## config.mk

```make
export PLATFORM = sky130hd
export DESIGN_NAME = sipo_shift_reg
export DESIGN_NICKNAME = d
export VERILOG_FILES = /design/src/rtl/sipo_shift_reg.sv
export SDC_FILE = /design/constraint.sdc
export NUM_CORES = 1
export LEC_CHECK = 0
export BUFFER_PORTS_ARGS = -buffer_cell sky130_fd_sc_hd__buf_2
export CAP_MARGIN = 40
export CORE_AREA = 2 2 39 41
export DETAILED_ROUTE_END_ITERATION = 10
export DIE_AREA = 0 0 41 43
export SLEW_MARGIN = 25
export SYNTH_ARGS = -nofsm -noshare
export SYNTH_HDL_FRONTEND = slang
export SYNTH_SLANG_ARGS = --single-unit
```

## constraint.sdc

```tcl
create_clock -name clk -period 1 [get_ports clk]
set_clock_uncertainty 0.05 [all_clocks]
set_input_delay 0.2 -clock clk [delete_from_list [all_inputs] [get_ports clk]]
set_output_delay 0.2 -clock clk [all_outputs]
set_load 0.005 [all_outputs]
```

## src/rtl/sipo_shift_reg.sv

```systemverilog
// -----------------------------------------------------------------------------
// sipo_shift_reg
//
// Serial-in / parallel-out shift register with a word-holding register.
// Bits arrive on Din one per enabled clock. Every WIDTH accepted bits form a
// word. The completed word is copied into P, and word_valid pulses for one
// cycle.
//
// Parameters
//   WIDTH       register width in bits (2..32)
//   SHIFT_LEFT  1: new bit enters Q[0], data moves toward the MSB
//               0: new bit enters Q[WIDTH-1], data moves toward the LSB
//
// Ports
//   clk         single clock, all state updates on its rising edge
//   rst_n       synchronous active-low reset
//   Din         serial data bit, sampled on the rising edge
//   en          shift enable, one bit is accepted per enabled edge
//   Q           live shift-register contents
//   P           last completed word, held between completions
//   word_valid  high for the one cycle after a word-completing edge
//   bit_cnt     number of bits accepted into the current word (0..WIDTH-1)
//
// Every output is a flop. No input reaches an output combinationally.
// -----------------------------------------------------------------------------
module sipo_shift_reg #(
    parameter int WIDTH      = 4,
    parameter int SHIFT_LEFT = 1
) (
    input  logic                     clk,
    input  logic                     rst_n,
    input  logic                     Din,
    input  logic                     en,
    output logic [WIDTH-1:0]         Q,
    output logic [WIDTH-1:0]         P,
    output logic                     word_valid,
    output logic [$clog2(WIDTH)-1:0] bit_cnt
);

    localparam int CNT_W = $clog2(WIDTH);
    localparam logic [CNT_W-1:0] LAST_BIT = CNT_W'(WIDTH - 1);

    logic [WIDTH-1:0] q_next;
    logic             word_done;

    // The shift direction is fixed at elaboration, so only one form is built.
    generate
        if (SHIFT_LEFT != 0) begin : g_left
            assign q_next = {Q[WIDTH-2:0], Din};
        end else begin : g_right
            assign q_next = {Din, Q[WIDTH-1:1]};
        end
    endgenerate

    // The shift on this edge fills the last bit position of the current word.
    assign word_done = en && (bit_cnt == LAST_BIT);

    always_ff @(posedge clk) begin
        if (!rst_n) begin
            Q          <= '0;
            P          <= '0;
            word_valid <= 1'b0;
            bit_cnt    <= '0;
        end else begin
            // The pulse lasts one cycle. It is cleared on any edge that does
            // not complete a word, including edges where en is low.
            word_valid <= word_done;
            if (en) begin
                Q       <= q_next;
                bit_cnt <= word_done ? '0 : bit_cnt + CNT_W'(1);
                // P captures the post-shift value so the word is already
                // complete when word_valid is seen.
                if (word_done) begin
                    P <= q_next;
                end
            end
        end
    end

endmodule

```

# After elaboration in Yosys (flattened, before gate mapping)
# Index checks and enable logic that the tools add are counted.
[word_totals] romBits=0 in_bits=4 mem_count=0 latch_bits=0 reg_bits=11 mem_bits_rw=0
[op_classes] n_addsub=1 shift=0 n_lt_le_gt_ge=0 n_div=0 bitwise_logic=0 reduce_logical=2 n_mux=1 mul=0 n_eq_ne=1
[ops] operator="adder 2 x 1 -> 2 bit (second input constant)" count=1
[ops] operator="equality test 2 bit (second input constant)" count=1
[ops] operator="2-to-1 mux 2 bit" count=1
[ops] operator="AND reduction 2 bit" count=1
[ops] operator="logical AND 1 bit" count=1

# Logic depth before layout (Yosys ltp)
[logic_depth] word_depth=3 ltp_mapped=3 depth_no_buf=3

# Worst setup path after synthesis
# OpenSTA, ideal clock, no wires.
[synth_path] kind="flip-flop to flip-flop" from="register bit_cnt[0]" to="register P[0]" t_arrival_ps=877 path_stages_with_launch=4 n_path_buf=0 setup_slack_ps=-48 path_cell_list="dfxtp_1 -> ha_1 -> and2_4 -> o21ai_0"
[synth_between] elab_chain_cells=3
[synth_rtl] item="start: declaration" line_no="37" text="output logic [$clog2(WIDTH)-1:0] bit_cnt"
[synth_rtl] item="start signal: assignment" line_no="70" text="bit_cnt <= word_done ? '0 : bit_cnt + CNT_W'(1);"
[synth_rtl] item="equality test 2 bit" line_no="56" text="assign word_done = en && (bit_cnt == LAST_BIT);"
[synth_rtl] item="logical AND 1 bit" line_no="56"
[synth_rtl] item="AND reduction 2 bit (no line)"
[synth_rtl] item="end signal: assignment" line_no="74" text="P <= q_next;"
[synth_rtl] item="end: declaration" line_no="35" text="output logic [WIDTH-1:0] P,"
# Every way passes these cells.
# A chain may end at the register's enable or synchronous reset.

# Worst setup path after layout
[layout_path] from="register bit_cnt[0]" to="output bit_cnt[0]"
# No word-level cell between the ends.

==> flow_summary_export.csv <==
group,metric,value,unit
synthesis,synth_top_area_cell,"dfxtp_1",
synthesis,synth_edf_count,0,
drt,vias_per_cell,4.53,
grt,grt_pass1_vias,315,
critical_path,crit_path_start_kind,"flip-flop",
power_and_ir_drop,pwr_density_cell,1390,mW/mm^2
drt,wirelength,796,um
worst_hold_path,worst_hold_path_type,"in2reg",
sta,fmax,1010,MHz
synthesis,yosysMostFrequentCell,"dfxtp_1",
finish,fin_nets,67,
finish,drive_gt1_share,50.8,%
floorplan,design.die.area,0.00176,mm^2
synthesis,seq_area_frac_synth,50.6,%
synthesis,synth_top_area_share,50.6,%
run,drv_cap,0,
critical_path,end_kind,"primary output",
synthesis,synthFlopType,"dfxtp_1",
synthesis,syn_nets,46,
placed_design,dp_slack,10.4,ps
floorplan,row_count,14,
cts,root_buffer,"clkbuf_4",
sta,worst_slew_pin_slew,229,ps
drt,first_pass_iters,3,
drt,first_iter_violations,6,
sta,finalSetupViolations,0,
placed_design,hpwl,572,um
critical_path,cp_max_fo,4,
cts,tritoncts,"yes",
cts,clk_pin_slew_worst_paths,70,ps
drt,ant_nets,0,
cts,cts_sinks,11,
placed_design,dpl_cell_area,549,um^2
critical_path,worstSetupPathType,"reg2out",
synthesis,yosysWarnings,0,
critical_path,cp.arrival,740,ps
grt,grt_max_degree,16,
synthesis,ys_top_cells_by_area,"dfxtp_1, mux2i_1, nor2b_1, nand4_1, o21ai_0",
run_status,status,"finished, final reports clean",
cts,htree_levels,1,
floorplan,initial_core_util,31.5,%
floorplan,coreArea,0.00138,mm^2
critical_path,required,750,ps
synthesis,synth_cell_types,14,
grt,antenna_found_initial,0,
grt,grt.overflow.total,0,
floorplan,die_w,41,um
cts,insertion_delay,260,ps
sta,slew_violations,0,
power_and_ir_drop,p_leak,0.284,nW
sta,hold_viol,0,
critical_path,critPathBufInv,1,
critical_path,worstPathCellList,"buf_6",
synthesis,syn_area,435,um^2
sta,period_needed,986,ps
sta,finalCritPeriodShare,98.6,%
finish,fillers,141,
sta,slew_headroom,84.8,%
grt,grt_pass1_wl,1.30,mm
synthesis,synth-seq-cells,11,
grt,grt_usage,11.3,%
power_and_ir_drop,ir_drop,0.000697,V
critical_path,crit_family,"flip-flops",
synthesis,avgSynthCellArea,10.6,um^2
drt,vias,349,
critical_path,slowest_stage,"dfxtp_4",
floorplan,die_y,43,um
finish,final_area,614,um^2
cts,cts_hold_buffers,0,
cts,clk_path_buf_depth,2,
synthesis,ys_async_sr_fraction,0,%
drt,post_drt_wl_per_cell,10.3,um
floorplan,io_pins,15,
sta,fin_ws,13.9,ps
sta,whs,163,ps
placed_design,numPortBuffers,14,
synthesis,synth_top_cells_by_count,"dfxtp_1, mux2i_1, nor2b_1",
critical_path,crit_path_max_incr_delay,360,ps
synthesis,synth_cells,41,
placed_design,globalplace.congestion,0.663,
finish,area_growth,41.1,%
sta,rsz0062_at_grt,"true",
cts,cts_buffers,3,
finish,antenna_cells,0,
drt,post-route-drc-count,0,
[placed cells by master, fill, tap and decap left out, types with 3 or more instances in the layout]
cell	n
buf_4	3
dfxtp_2	3
nand4_1	4
clkbuf_4	3
buf_2	12
o21ai_1	4
dfxtp_1	6
nor2b_1	5
mux2i_1	5
nand2_1	4
[flip-flops by register name, summed over array words and instances (netlist names)]
name	count
bit_cnt	2
Q	4
word_valid	1
P	4
[power breakdown]
group | switching [mW] | internal [mW]
logic | 0.0366 | 0.0561
clock network | 0.142 | 0.154
registers | 0.0129 | 0.450
total | 0.191 | 0.660
[metal layers]
| metal | wire length (um) | vias up | global-route usage (%) |
|---|---|---|---|
| met5 | 0 | - | 0 |
| met4 | 14 | 0 | 8.00 |
| met3 | 41 | 2 | 4.71 |
| met2 | 377 | 14 | 14.7 |
| met1 | 362 | 149 | 14.3 |
| li1 | - | 184 | - |
[stage by stage]
| stage | utilization (%) | std cells | total power [mW] | setup TNS, ps |
|---|---|---|---|---|
| after global placement | 39.7 | 71 | 0.554 | 0 |
| final | 44.4 | 77 | 0.852 | 0 |
| after floorplan | - | 41 | 0.518 | 0 |
| after CTS | 42.7 | 75 | 0.861 | -13.9 |
| after detailed placement | 39.7 | 71 | 0.556 | 0 |
| after global routing | 44.4 | 77 | 0.892 | -28.2 |
[path summary, 6_finish.rpt]
| check | startpoint | to | slack (ps) | cells after the start |
|---|---|---|---|---|
| worst max register to register | bit_cnt[0]$_SDFFE_PN0P_ | bit_cnt[0]$_SDFFE_PN0P_ | 60 | 3 |
| worst min register to register | P[3]$_SDFFE_PN0P_ | P[3]$_SDFFE_PN0P_ | 400 | 2 |
| worst min-delay path | Din | P[0]$_SDFFE_PN0P_ | 160 | 3 |
| worst max-delay path | bit_cnt[0]$_SDFFE_PN0P_ | bit_cnt[0] | 10 | 1 |
[cell type report]
cell class / instances / area [um^2] / area share (%)
clock buffer: 4 / 26.3 / 4.28
timing repair buffer: 18 / 125 / 20.4
tap: 16 / 20.0 / 3.26
sequential: 11 / 231 / 37.7
multi-input combinational: 28 / 211 / 34.4
[timing repair]
action / 4_1_cts / 5_1_grt
endpoints found under the hold margin: 0 / 0
buffers inserted: 0 / 2
endpoints found under the setup margin: 5 / 8
resized for setup: 7 / 6
[cell families after synthesis]
logic type / synth area share, %
DFF: 50.6
AOI/OAI and AO/OA: 6.32
adders and majority gates: 2.87
buffers and inverters: 3.73
and+or+nand+nor: 25.0
muxes: 11.5
Note: power is estimated with default switching activity, not from simulation.
